==> src/rtl/clk_pm_pkg.sv <==
// Shared types and constants for the clock power-mode controller.
package clk_pm_pkg;

  typedef enum logic [2:0] {
    ST_RUN       = 3'd0,
    ST_WAIT_IDLE = 3'd1,
    ST_SETTLE    = 3'd2,
    ST_SLOW      = 3'd3,
    ST_GATED     = 3'd4,
    ST_WAKE      = 3'd5
  } pm_state_e;

  typedef enum logic [1:0] {
    MODE_RUN  = 2'd0,
    MODE_SLOW = 2'd1,
    MODE_GATE = 2'd2,
    MODE_RSVD = 2'd3
  } pm_mode_e;

  localparam logic [3:0] ADDR_CTRL    = 4'h0;
  localparam logic [3:0] ADDR_STATUS  = 4'h4;
  localparam logic [3:0] ADDR_WAKECNT = 4'h8;

  localparam int unsigned WAKE_W = 16;

  // The reserved encoding is stored as written but behaves like RUN.
  function automatic pm_mode_e eff_mode(input logic [1:0] raw);
    case (raw)
      2'd1:    return MODE_SLOW;
      2'd2:    return MODE_GATE;
      default: return MODE_RUN;
    endcase
  endfunction

endpackage

==> src/rtl/clk_pm_if.sv <==
// APB slave bus bundle for the clock power-mode controller.
interface clk_pm_if;
  logic        psel;
  logic        penable;
  logic        pwrite;
  logic [3:0]  paddr;
  logic [31:0] pwdata;
  logic [31:0] prdata;

  modport master (output psel, penable, pwrite, paddr, pwdata, input prdata);
  modport slave  (input psel, penable, pwrite, paddr, pwdata, output prdata);
endinterface

==> src/rtl/clk_pm_apb_regs.sv <==
// CTRL / STATUS / WAKECNT register block with zero-wait-state combinational read.
module clk_pm_apb_regs
  import clk_pm_pkg::*;
(
  input  logic       clk,
  input  logic       rst_n,
  clk_pm_if.slave    apb,
  input  pm_state_e  state,
  input  logic       pm_busy,
  input  logic       cpu_idle,
  input  logic       mode_clr,
  input  logic       wake_inc,
  output logic [1:0] mode
);

  logic [WAKE_W-1:0] wake_cnt;
  logic              wr;
  logic              rd;
  logic              unused_wdata;

  assign wr           = apb.psel && apb.penable && apb.pwrite;
  assign rd           = apb.psel && apb.penable && !apb.pwrite;
  assign unused_wdata = ^apb.pwdata[31:2];

  // Hardware wake events take priority over a same-edge software write.
  always_ff @(posedge clk or negedge rst_n) begin
    if (!rst_n) begin
      mode     <= '0;
      wake_cnt <= '0;
    end else begin
      if (mode_clr)
        mode <= MODE_RUN;
      else if (wr && apb.paddr == ADDR_CTRL)
        mode <= apb.pwdata[1:0];

      if (wake_inc) begin
        if (wake_cnt != '1)
          wake_cnt <= wake_cnt + 1'b1;
      end else if (wr && apb.paddr == ADDR_WAKECNT) begin
        wake_cnt <= '0;
      end
    end
  end

  always_comb begin
    apb.prdata = '0;
    if (rd) begin
      case (apb.paddr)
        ADDR_CTRL:    apb.prdata = {30'b0, mode};
        ADDR_STATUS:  apb.prdata = {27'b0, cpu_idle, pm_busy, state};
        ADDR_WAKECNT: apb.prdata = {{(32 - WAKE_W){1'b0}}, wake_cnt};
        default:      apb.prdata = '0;
      endcase
    end
  end

endmodule

==> src/rtl/clk_pm_ctrl.sv <==
// Clock power-mode controller: sequences RUN/SLOW/GATE transitions with idle
// handshake and settle delays, driving the clock generator gate enables.
module clk_pm_ctrl
  import clk_pm_pkg::*;
#(
  parameter int unsigned SETTLE_CYC = 16,
  parameter int unsigned CNT_W      = 8
) (
  input  logic    i_pad_clk,
  input  logic    clkrst_b,
  clk_pm_if.slave apb,
  input  logic    cpu_idle,
  input  logic    wake_req,
  output logic    gate_en0,
  output logic    gate_en1,
  output logic    pm_busy
);

  localparam logic [CNT_W-1:0] CNT_LOAD = CNT_W'(SETTLE_CYC - 1);

  pm_state_e        state;
  pm_mode_e         tgt;
  pm_mode_e         cur_mode;
  logic [1:0]       mode;
  logic [CNT_W-1:0] cnt;
  logic             wake_take;

  assign cur_mode  = eff_mode(mode);
  assign wake_take = wake_req && (state == ST_SLOW || state == ST_GATED);
  assign pm_busy   = (state != ST_RUN);

  clk_pm_apb_regs u_regs (
    .clk      (i_pad_clk),
    .rst_n    (clkrst_b),
    .apb      (apb),
    .state    (state),
    .pm_busy  (pm_busy),
    .cpu_idle (cpu_idle),
    .mode_clr (wake_take),
    .wake_inc (wake_take),
    .mode     (mode)
  );

  // Gate enables are assigned alongside each state change so they track next-state.
  always_ff @(posedge i_pad_clk or negedge clkrst_b) begin
    if (!clkrst_b) begin
      state    <= ST_RUN;
      tgt      <= MODE_RUN;
      cnt      <= '0;
      gate_en0 <= 1'b0;
      gate_en1 <= 1'b0;
    end else begin
      case (state)
        ST_RUN: begin
          if (cur_mode != MODE_RUN)
            state <= ST_WAIT_IDLE;
        end
        ST_WAIT_IDLE: begin
          if (cur_mode == MODE_RUN) begin
            state <= ST_RUN;
          end else if (cpu_idle) begin
            state <= ST_SETTLE;
            tgt   <= cur_mode;
            cnt   <= CNT_LOAD;
          end
        end
        ST_SETTLE: begin
          if (!cpu_idle) begin
            state <= ST_WAIT_IDLE;
          end else if (cur_mode == MODE_RUN) begin
            state <= ST_RUN;
          end else if (cnt == '0) begin
            state    <= (tgt == MODE_SLOW) ? ST_SLOW : ST_GATED;
            gate_en0 <= (tgt == MODE_SLOW);
            gate_en1 <= (tgt != MODE_SLOW);
          end else begin
            cnt <= cnt - 1'b1;
          end
        end
        ST_SLOW, ST_GATED: begin
          if (wake_req || cur_mode != tgt) begin
            state    <= ST_WAKE;
            cnt      <= CNT_LOAD;
            gate_en0 <= 1'b0;
            gate_en1 <= 1'b0;
          end
        end
        ST_WAKE: begin
          if (cnt == '0)
            state <= ST_RUN;
          else
            cnt <= cnt - 1'b1;
        end
        default: begin
          state    <= ST_RUN;
          gate_en0 <= 1'b0;
          gate_en1 <= 1'b0;
        end
      endcase
    end
  end

endmodule

==> src/flat_wrapper.sv <==
// flat-port wrapper written by rule: the top's interface ports become plain ports
module clk_pm_ctrl_flat import clk_pm_pkg::*;
#(
  parameter int unsigned SETTLE_CYC = 16,
  parameter int unsigned CNT_W      = 8
)
  (i_pad_clk, clkrst_b, cpu_idle, wake_req, gate_en0, gate_en1, pm_busy, apb_psel, apb_penable, apb_pwrite, apb_paddr, apb_pwdata, apb_prdata);
  clk_pm_if apb_i ();
  input  logic i_pad_clk;
  input  logic clkrst_b;
  input  logic cpu_idle;
  input  logic wake_req;
  output logic gate_en0;
  output logic gate_en1;
  output logic pm_busy;
  input wire logic [$bits(apb_i.psel)-1:0] apb_psel;
  input wire logic [$bits(apb_i.penable)-1:0] apb_penable;
  input wire logic [$bits(apb_i.pwrite)-1:0] apb_pwrite;
  input wire logic [$bits(apb_i.paddr)-1:0] apb_paddr;
  input wire logic [$bits(apb_i.pwdata)-1:0] apb_pwdata;
  output wire logic [$bits(apb_i.prdata)-1:0] apb_prdata;
  assign apb_i.psel = apb_psel;
  assign apb_i.penable = apb_penable;
  assign apb_i.pwrite = apb_pwrite;
  assign apb_i.paddr = apb_paddr;
  assign apb_i.pwdata = apb_pwdata;
  assign apb_prdata = apb_i.prdata;
  clk_pm_ctrl #(.SETTLE_CYC(SETTLE_CYC), .CNT_W(CNT_W)) u_core (.i_pad_clk(i_pad_clk), .clkrst_b(clkrst_b), .apb(apb_i), .cpu_idle(cpu_idle), .wake_req(wake_req), .gate_en0(gate_en0), .gate_en1(gate_en1), .pm_busy(pm_busy));
endmodule
==> config.mk <==
export PLATFORM = sky130hd
export DESIGN_NAME = clk_pm_ctrl_flat
export DESIGN_NICKNAME = d
export VERILOG_FILES = /design/src/rtl/clk_pm_pkg.sv /design/src/rtl/clk_pm_if.sv /design/src/rtl/clk_pm_apb_regs.sv /design/src/rtl/clk_pm_ctrl.sv /design/src/flat_wrapper.sv
export SDC_FILE = /design/constraint.sdc
export NUM_CORES = 1
export LEC_CHECK = 0
export BUFFER_PORTS_ARGS = -buffer_cell sky130_fd_sc_hd__buf_2
export CAP_MARGIN = 20
export CORE_MARGIN = 10
export CORE_UTILIZATION = 46
export DETAILED_ROUTE_END_ITERATION = 16
export HOLD_SLACK_MARGIN = 0.03
export PLACE_DENSITY = 0.8
export RECOVER_POWER = 50
export REMOVE_ABC_BUFFERS = 1
export SETUP_SLACK_MARGIN = 0.05
export SLEW_MARGIN = 10
export SYNTH_ARGS = -nofsm -noshare
export SYNTH_HDL_FRONTEND = slang
export SYNTH_SLANG_ARGS = --single-unit
==> constraint.sdc <==
create_clock -name i_pad_clk -period 2.03 [get_ports i_pad_clk]
set_input_delay 0.203 -clock i_pad_clk [delete_from_list [all_inputs] [get_ports i_pad_clk]]
set_output_delay 0.203 -clock i_pad_clk [all_outputs]
set_load 0.01 [all_outputs]
# Word-level counts from Yosys, hierarchy flattened
# Cells that the tools add are included.
# totals
register_bits	33
input_bits	43
output_inout_bits	35
# classes
addsub	2
eq_ne	24
mux	34
n_bitwise	2
reduce_logical	25
# op_table
cell	count
$mux 16	4
$mux 8	6
$pmux 16 s3	1
$pmux 8 s4	1
$mux 3	9
$add 16x1->16 const B	1
$ne 16x16->1 const B	1
$pmux 3 s5	1
$ne 2x1->1 const B	6
$reduce_and 5->1	2
$logic_not 8->1	1
$ne 2x2->1 const B	4
$sub 8x1->8 const B	1
$mux 1	7
$eq 3x2->1 const B	2
$eq 3x3->1 const B	2
$logic_and 1x1->1	6
$pmux 1 s3	2
$reduce_and 6->1	1
$reduce_bool 2->1	3
$eq 2x1->1 const B	2
$eq 4x3->1 const B	1
$eq 4x4->1 const B	1
$logic_not 4->1	1
18 further kinds	21

# Longest topological paths before layout
# Gate-level depths: netlist (run 1).
# depth
depth_word	6
ltp_mapped	8
depth_no_buf	7

# By module
# From an unflattened synthesis (run 1), not the netlist that was laid out.
# unflattened
hier_cells	277
hier_area_um2	2482.4
# by_module_without_submodules
mod	n_inst	cells_each	area_per_inst_um2	seq_area_each_um2
clk_pm_apb_regs	1	158	1376.3	450.4
clk_pm_ctrl	1	119	1106.1	375.4

# Least setup slack after synthesis (run 1)
# OpenSTA, ideal clock, no wires.
# synth_timing
kind	register to register
startpoint	register u_core.cnt[0]
endpoint	register u_core.cnt[1]
t_arrival_ns	1.911
path_slack_ns	-0.008
stages_incl_launch_ff	9
path_cell_list	dfrtp_1 inv_1 ha_1 or4b_4 nor4_4 o221ai_1 nand2b_1 buf_4 mux2_1
# synth_between
elab_chain_cells	5
elab_cells_between_ends	6
cone_classes	add/sub (1); mux (4); reduce/logical (1)
# synth_rtl
item	line	text
start, declared	clk_pm_ctrl.sv:25	logic [CNT_W-1:0] cnt;
start signal, assigned	clk_pm_ctrl.sv:77	cnt <= cnt - 1'b1;
start signal, assigned	clk_pm_ctrl.sv:92	cnt <= cnt - 1'b1;
$sub 8x1->8 / $logic_not 8->1 (equally long branches)	n/a	
$mux 8 *	clk_pm_ctrl.sv:72, clk_pm_ctrl.sv:89	
$mux 8	clk_pm_ctrl.sv:70	end else if (cur_mode == MODE_RUN) begin
$mux 8	clk_pm_ctrl.sv:68	if (!cpu_idle) begin
$pmux 8 s4 *	clk_pm_ctrl.sv:53	case (state)
# Every way passes the cells marked *; elsewhere a longest branch is shown, timed or not. The select of a mux whose other input is x is not followed.
# A chain may end at the register's enable or synchronous reset.

# Final worst setup path (run 1)
# layout_timing
startpoint	register u_core.cnt[0]
endpoint	register u_core.gate_en0
# layout_between
elab_chain_cells	3
# layout_rtl
item	line	text
$logic_not 8->1	clk_pm_ctrl.sv:72	end else if (cnt == '0) begin
$ne 2x1->1 (no line)	n/a	
$reduce_and 5->1 (no line)	n/a	
end signal, assigned	clk_pm_ctrl.sv:74	gate_en0 <= (tgt == MODE_SLOW);
end, declared	clk_pm_ctrl.sv:14	output logic gate_en0,
# No other way between the ends.

==> summary.txt, run 1 <==
Cells and area
  • Multi-input gate area: ~1400 µm²
  • Layout cells sized above 1: 29.04%
  • P&R area growth vs syn: 27.04%
  • # fillers: about 410
  • Diode count: 0
  • Most frequent cells in the layout: 33 x dfrtp_1, 30 x buf_4, 28 x buf_2
  • Most common cell after layout, fill and taps aside: dfrtp_1
  • Core Util, Final: between 60 and 70%
  • Nets: around 380
  • Register Area: ~830 µm²

Status
  • Status: complete, but fails checks
  • Failing checks: setup timing

Pwr
  • Lkg Pwr: about 0.0014 µW
  • P per Cell Area: between 900 and 1000 nW/µm²
  • Worst vdd ir: just under 0.6 mV

Yosys
  • Synth warnings: 0
  • Netlist cell types: 51
  • Simple-gate share of the synthesized area: between 20% and 30%
  • #FFs+latches synth: 33
  • Syn Inst Count: roughly 270
  • Mean post-synth cell area: about 8.6 µm²
  • Main combinational cell family by area after synthesis: simple AND/OR/NAND/NOR gates
  • Mux contribution to synthesized area: under 10%
  • Compound-cell area share of the yosys netlist: approximately 17%
  • Cell Area, Synth: 2305 µm²
  • EDFF count, synth: 0
  • Synth Flop Type: dfrtp_1
  • Asr flop ratio synth: 100.0%
  • Post-synthesis sequential area ratio: a little over a third
  • Post-Synth XOR/XNOR Area: less than 1%
  • Post-Synth Adder-Cell Area: 2.714%

GRT
  • Tot GR Track Use: about 14%
  • Vias in the first global route: ~2100
  • Overflow after GRT: 0
  • Initial antenna violation count: 0
  • Global-route wire length before repair: slightly below 10000 µm
  • Pin count of the biggest net entering global routing: 34

Detailed routing
  • Vias per cell: 5.374
  • Routed wire length: approximately 6000 µm
  • DRC Markers: 0
  • ANT nets after route: 0
  • Iteration-0 DRC Markers: around 140
  • Wire length per cell: 14.96 µm
  • Length of the first detailed-routing pass in iterations: 4
  • Vias: ~2200

Clocking
  • Clk sinks: 33
  • CTS Buf Count: 5
  • Clk buf depth: 2
  • CTS tree: done
  • Clock-pin transition on the worst setup and hold timing paths: approximately 70 ps
  • Clk Latency, worst-skew pair: between 200 and 300 ps
  • Root Driver: clkbuf_8
  • Htree depth: 2

Floorplanning
  • Die width: between 90 and 100 µm
  • Initial Utilization: 48.16%
  • Row Count: 25
  • Die height: 90.79 µm
  • CORE AREA: between 4000 and 5000 µm²
  • # IOs: 78
  • Die area: approximately 8000 µm²

STA
  • TNS Setup: -259.4 ps
  • Skew final: 7.419 ps
  • RSZ-0062 raised after global routing: true
  • Final setup fails: 6
  • Worst rel slew slack: about 45%
  • Max Fclk: ~0.47 GHz
  • Final Max Slew Viols: 0
  • Final setup margin: -86.13 ps
  • Final Hold Fails: 0
  • Clock period minus worst slack: roughly 2100 ps
  • Fin Hold WS: about 170 ps
  • Slew @ Worst Pin: approximately 830 ps
  • Final period utilization: 104.2%

Worst setup path
  • CP arrival: 2280 ps
  • CP Max Fanout: 3
  • WS Path Type: register to register
  • Largest stage delay, worst path: between 400 and 500 ps
  • R2r setup slk: -90 ps
  • Crit end category: register
  • CP top delay family: simple AND/OR/NAND/NOR gates
  • WP buf/inv: 1
  • CP Data Required Time: ~2200 ps
  • Critical path's slowest cell: or4b_4
  • Worst setup SP type: register
  • Crit path cell chain: inv_2 > ha_1 > or4b_4 > nor4_4 > nand3_1 > a21oi_2 > mux2_4

Placement
  • Port Buffers: 31
  • Routability cong.: around 0.86
  • Dpl hpwl: 4340 µm
  • Worst Setup Slack post-DPL: -142.3 ps

Flow run
  • Max_cap viols: 0

Min path
  • Hold Path Class: primary input to register
cell families after synthesis:
kind of cell | Yosys count
adder cells (fa/ha/maj) | 5
AO/OA/AOI/OAI | 55
other | 1
XOR/XNOR | 2
buffers and inverters | 30
AND/OR/NAND/NOR | 128
multiplexers | 13
flip-flops | 33
per-layer routing:
metal,share of wire (%),GRT usage [%]
met5,0,0
met4,1.7,5.875
met3,5.1,3.741
met2,48,22.96
met1,45,16.49
stage by stage:
stage          power, µW  instance area, µm²  cells
2_1_floorplan       1495                2213    260
3_3_place_gp        1844                2678    388
3_5_place_dp        1891                2678    388
4_1_cts             2559                2840    399
5_1_grt             2804                2928    401
6_report            2638                2928    401
worst reg2reg max path, stage by stage (launching register included):
cell and delay, ps:
dfrtp_1 400, inv_2 70, ha_1 140, or4b_4 480, nor4_4 230, nand3_1 150
a21oi_2 220, mux2_4 320
registers in the layout (all words and copies together), names as in the netlist:
register and flops:
u_core.cnt 8, u_core.gate_en0 1, u_core.gate_en1 1, u_core.state 3, u_core.tgt 2, u_core.u_regs.mode 2, u_core.u_regs.wake_cnt 16
synth_stat cells, types with 6 or more instances:
library cell,count,share of area (%)
inv_1,8,1.3
o21ai_0,10,2.2
nand3_1,21,4.6
buf_4,17,5.5
nor2b_1,8,2.2
nor2_1,24,3.9
mux2i_1,7,3.0
nand2b_1,6,1.6
and2_1,12,3.3
nand2_1,22,3.6
dfrtp_1,33,36
o31ai_1,6,2.0
nor3_1,10,2.2
a21oi_1,9,2.0
final cells by class:
type,count,area share (%)
clock buffer,7,2.949
clock inverter,1,1.026
inverter,8,1.026
multi-input combinational,219,49.15
sequential,33,28.21
tap,67,2.863
timing repair buffer,66,14.79
final timing paths:
kind	start	end	depth (start not counted)
setup / recovery	u_core.cnt[0]	u_core.gate_en0	7
hold / removal	apb_pwdata[1]	u_core.u_regs.mode[1]	3
setup reg to reg	u_core.cnt[0]	u_core.gate_en0	7
hold reg to reg	u_core.gate_en0	u_core.gate_en0	1
max in group asynchronous	clkrst_b	u_core.u_regs.wake_cnt[11]	2
min in group asynchronous	clkrst_b	u_core.u_regs.wake_cnt[14]	2
repair_timing:
action,CTS,global route
setup buffers,2,2
resized for setup,7,18
endpoints found under the setup margin,12,19
hold endpoints to repair,33,0
gates cloned,0,0
pin swaps,2,6
hold buffers,1,0
power by group:
part           internal (µW)  switching, µW
logic                    476            509
clock network            400            245
registers                819            188
(Power assumes the default switching activity.)
==> run 2, diff against run 1 <==
Settings changed: BUFFER_PORTS_ARGS -buffer_cell sky130_fd_sc_hd__buf_2 to not set, CORE_UTILIZATION 46 to 50, DONT_BUFFER_PORTS set to 1, PLACE_DENSITY 0.8 to 0.71.
==> summary.txt, run 2 (same netlist as run 1, synthesis figures left out) <==
Detailed routing
  • Vias: about 2100
  • Iteration-0 DRC Markers: 133
  • Wire length per cell: about 16 µm
  • DRC Markers: 0
  • Vias per cell: roughly 5.7
  • Length of the first detailed-routing pass in iterations: 4
  • Routed wire length: around 6000 µm
  • ANT nets after route: 0

Cells and area
  • Most flop-heavy register: u_core.u_regs.wake_cnt
  • Largest regs: u_core.u_regs.wake_cnt (16), u_core.cnt (8), u_core.state (3)
  • Diode count: 0
  • Largest register FFs: 16
  • Most frequent cells in the layout: 45 x buf_4, 33 x dfrtp_1, 23 x nor2_1
  • Layout cells sized above 1: a little over a quarter
  • Nets: roughly 360
  • Most common cell after layout, fill and taps aside: buf_4
  • P&R area growth vs syn: 23.72%

Worst setup path
  • CP Max Fanout: 3
  • WS Path Type: register to register
  • Worst setup SP type: register
  • CP Data Required Time: between 2000 and 2500 ps
  • CP arrival: ~2300 ps
  • Crit end category: register

Flow run
  • Max_cap viols: 0

Floorplanning
  • Die area: between 7000 and 8000 µm²
  • Die height: 87.89 µm
  • Initial Utilization: about 52%
  • Row Count: 24
  • # IOs: 78
  • Die width: 87.89 µm
  • CORE AREA: approximately 4400 µm²

Placement
  • Dpl hpwl: between 4000 and 5000 µm
  • Port Buffers: 0
  • Routability cong.: between 0.7 and 0.8

Clocking
  • Clk sinks: 33
  • CTS Buf Count: 5
  • Clk Latency, worst-skew pair: 290 ps
  • Clock-pin transition on the worst setup and hold timing paths: 70 ps
  • Clk buf depth: 2
  • Htree depth: 2
  • CTS tree: done
  • Root Driver: clkbuf_8

STA
  • Slew @ Worst Pin: 870.9 ps
  • TNS Setup: -488.2 ps
  • Final period utilization: 105.9%
  • Final setup margin: -119.3 ps
  • Final Hold Fails: 0
  • Skew final: slightly below 6 ps
  • Clock period minus worst slack: about 2100 ps
  • Worst rel slew slack: around two fifths
  • RSZ-0062 raised after global routing: true
  • Final setup fails: 11
  • Max Fclk: ~0.47 GHz
  • Final Max Slew Viols: 0

GRT
  • Overflow after GRT: 0
  • Initial antenna violation count: 0
  • Tot GR Track Use: 14.98%
  • Pin count of the biggest net entering global routing: 34
  • Global-route wire length before repair: approximately 9500 µm
  • Vias in the first global route: approximately 2000

Pwr
  • Lkg Pwr: between 0.001 and 0.0015 µW
  • P per Cell Area: 910.7 nW/µm²
  • Worst vdd ir: between 0.7 and 0.8 mV
  • Tot Pwr: roughly 2600 µW

Min path
  • Hold Path Class: primary input to register

Status
  • Status: complete, but fails checks
  • Failing checks: setup timing
==> run 2: area by class of cell <==
cell class | count | area (µm²)
Timing Repair Buffer | 49 | 375.4
Multi-Input combinational cell | 219 | 1473
Sequential cell | 33 | 825.8
Clock buffer | 6 | 72.57
Clock inverter | 2 | 10.01
Tap cell | 52 | 65.06
Fill cell | 381 | 1563
Inverter | 8 | 30.03
==> run 2: metal layers <==
layer | up-vias | GRT usage (%) | wire length [µm]
li1 | 1029 | - | -
met4 | 0 | 3.333 | 42
met5 | - | 0 | 0
met3 | 4 | 4.828 | 421
met1 | 1018 | 19.71 | 2609
met2 | 68 | 23.35 | 2813
==> run 2: power by group <==
group / internal, µW / switching [µW] / total (µW)
Sequential: 819 / 176 / 995
Combinational: 562 / 553 / 1110
Clock: 238 / 250 / 487
==> run 2: worst max-delay path, cell delays in order, from the launching register on <==
cell and delay [ps]:
dfrtp_1 400, inv_2 70, ha_1 130, or4b_4 480, nor4_4 230, buf_4 170
o221ai_2 80, nand2b_1 160, mux2_4 320
==> run 2: path summary, 6_finish.rpt <==
kind / start / end / slack, ps / depth (start not counted)
worst min register to register: u_core.u_regs.wake_cnt[5] / u_core.u_regs.wake_cnt[5] / 530 / 1
worst max register to register: u_core.cnt[0] / u_core.cnt[1] / -120 / 8
max in group asynchronous: clkrst_b / u_core.u_regs.wake_cnt[2] / 920 / 2
min in group asynchronous: clkrst_b / u_core.u_regs.wake_cnt[3] / 570 / 2
worst min-delay path: apb_pwdata[0] / u_core.u_regs.mode[0] / 70 / 2
worst max-delay path: u_core.cnt[0] / u_core.cnt[1] / -120 / 8
==> run 2: per-stage QoR <==
step                      cell area [µm²]  setup WS [ps]  cells  utilization [%]  hold WS, ps
after floorplan                      2213         -43.08    260                -       -92.59
after global placement               2519         -110.2    344            57.06       -90.58
after detailed placement             2519         -118.6    344            57.06       -90.67
after CTS                            2749         -67.38    364            62.27        74.03
after global routing                 2851         -216.6    369            64.60        85.56
final                                2851         -119.3    369            64.60        74.02
==> run 2: timing repair <==
action                                  CTS  global route
pin swaps                                 5             9
gates resized for setup                  12            17
setup buffers                            10             5
endpoints found under the setup margin   11            18
hold endpoints to repair                 33             0
hold buffers                              2             0
==> run 3, diff against run 2 <==
Settings changed: CORE_MARGIN 10 to 2, MAX_ROUTING_LAYER set to met4.
==> summary.txt, run 3 (same netlist as run 1, synthesis figures left out) <==
Pwr
  • Lkg Pwr: around 0.0013 µW
  • Worst vdd ir: approximately 0.56 mV
  • P per Cell Area: slightly above 900 nW/µm²
  • Tot Pwr: 2516 µW

Detailed routing
  • ANT nets after route: 0
  • Vias per cell: 5.606
  • Vias: 2007
  • Routed wire length: around 5000 µm
  • DRC Markers: 0
  • Length of the first detailed-routing pass in iterations: 5
  • Iteration-0 DRC Markers: roughly 130
  • Wire length per cell: 13.97 µm

Clocking
  • Clk sinks: 33
  • Clk Latency, worst-skew pair: 290 ps
  • Root Driver: clkbuf_8
  • CTS Buf Count: 5
  • Htree depth: 2
  • Clock-pin transition on the worst setup and hold timing paths: approximately 70 ps
  • Clk buf depth: 2
  • CTS tree: done

Floorplanning
  • Die height: around 72 µm
  • Row Count: 24
  • CORE AREA: about 4400 µm²
  • Initial Utilization: between 50 and 60%
  • Die area: between 5000 and 6000 µm²
  • # IOs: a little under 80
  • Die width: 71.89 µm

Status
  • Failing checks: setup timing
  • Status: complete, but fails checks

Worst setup path
  • CP Data Required Time: approximately 2200 ps
  • CP arrival: 2290 ps
  • Crit path from: u_core.cnt[0]
  • Crit end category: register
  • Worst setup SP type: register
  • WS Path Type: register to register
  • CP Max Fanout: 4
  • Worst R2R Start: u_core.cnt[0]

GRT
  • Vias in the first global route: about 1800
  • Initial antenna violation count: 0
  • Global-route wire length before repair: roughly 8100 µm
  • Tot GR Track Use: about 20%
  • Overflow after GRT: 0
  • Pin count of the biggest net entering global routing: 34

Placement
  • Dpl hpwl: roughly 3600 µm
  • Port Buffers: 0
  • Routability cong.: 0.8115

Cells and area
  • Layout cells sized above 1: a little under a quarter
  • Nets: between 300 and 400
  • Most frequent cells in the layout: 35 x buf_4, 33 x dfrtp_1, 24 x nor2_1
  • Most common cell after layout, fill and taps aside: buf_4
  • Diode count: 0
  • P&R area growth vs syn: 18.46%
  • Largest regs: u_core.u_regs.wake_cnt (16), u_core.cnt (8), u_core.state (3)
  • Largest register FFs: 16
  • Most flop-heavy register: u_core.u_regs.wake_cnt
  • Core Util, Final: between 60 and 70%

STA
  • Worst rel slew slack: between 40% and 50%
  • Fin Hold WS: around 64 ps
  • Final Max Slew Viols: 0
  • Clock period minus worst slack: 2108 ps
  • RSZ-0062 raised after global routing: true
  • Skew final: 11.63 ps
  • Slew @ Worst Pin: around 840 ps
  • Final setup fails: 3
  • Final period utilization: 103.8%
  • TNS Setup: -168.2 ps
  • Max Fclk: between 0.4 and 0.5 GHz
  • Final Hold Fails: 0
  • Final setup margin: -77.59 ps

Min path
  • Worst min-delay path startpoint: apb_pwdata[1]
  • Hold Path Class: primary input to register

Flow run
  • Max_cap viols: 0
## run 3: final cells by class
class	instances	area, µm²
Inverter	8	30.03
Tap cell	52	65.06
Fill cell	372	1654
Sequential cell	33	825.8
Multi-Input combinational cell	219	1419
Clock inverter	1	5.005
Clock buffer	7	96.34
Timing Repair Buffer	38	289.0
## run 3: per-layer routing
| metal | track usage [%] | wire (µm) | up-vias |
|---|---|---|---|
| li1 | - | - | 1001 |
| met3 | 4.167 | 246 | 6 |
| met1 | 28.62 | 2448 | 939 |
| met4 | 6.080 | 58 | 0 |
| met5 | - | 0 | - |
| met2 | 29.94 | 2247 | 61 |
## run 3: metrics by stage
step                instance area (µm²)  cells  worst slack, ps
CTS                                2671    355           -80.35
global route                       2730    358           -213.1
global placement                   2519    344           -113.6
finish                             2730    358           -77.59
detailed placement                 2519    344           -89.17
floorplan                          2213    260           -43.08
## run 3: path summary, 6_finish.rpt
kind	to	slack, ps	depth (start not counted)
hold reg to reg	u_core.u_regs.wake_cnt[6]	510	1
max in group asynchronous	u_core.u_regs.wake_cnt[9]	930	2
min in group asynchronous	u_core.cnt[7]	560	2
hold / removal	u_core.u_regs.mode[1]	60	2
setup / recovery	u_core.gate_en1	-80	7
setup reg to reg	u_core.gate_en1	-80	7
## run 3: what timing repair did
action | CTS | global route
pin swaps | 1 | 6
setup buffers | 1 | 3
hold endpoints to repair | 33 | 0
setup endpoints to repair | 7 | 17
hold buffers | 2 | 0
gates resized for setup | 4 | 13
## run 3: where the power goes
group | switching [µW] | internal, µW | leakage, µW | total (µW)
clock | 249 | 307 | 0.0000542 | 555
sequential | 170 | 819 | 0.000431 | 989
combinational | 498 | 474 | 0.000798 | 972
total | 917 | 1600 | 0.00128 | 2520
## run 3: worst max-delay path, stage by stage (launching register included)
cell and delay, ps:
dfrtp_1 390, inv_2 90, ha_4 120, or4b_4 480, nor4_4 230, nand3_1 140
a21oi_2 230, mux2_4 320
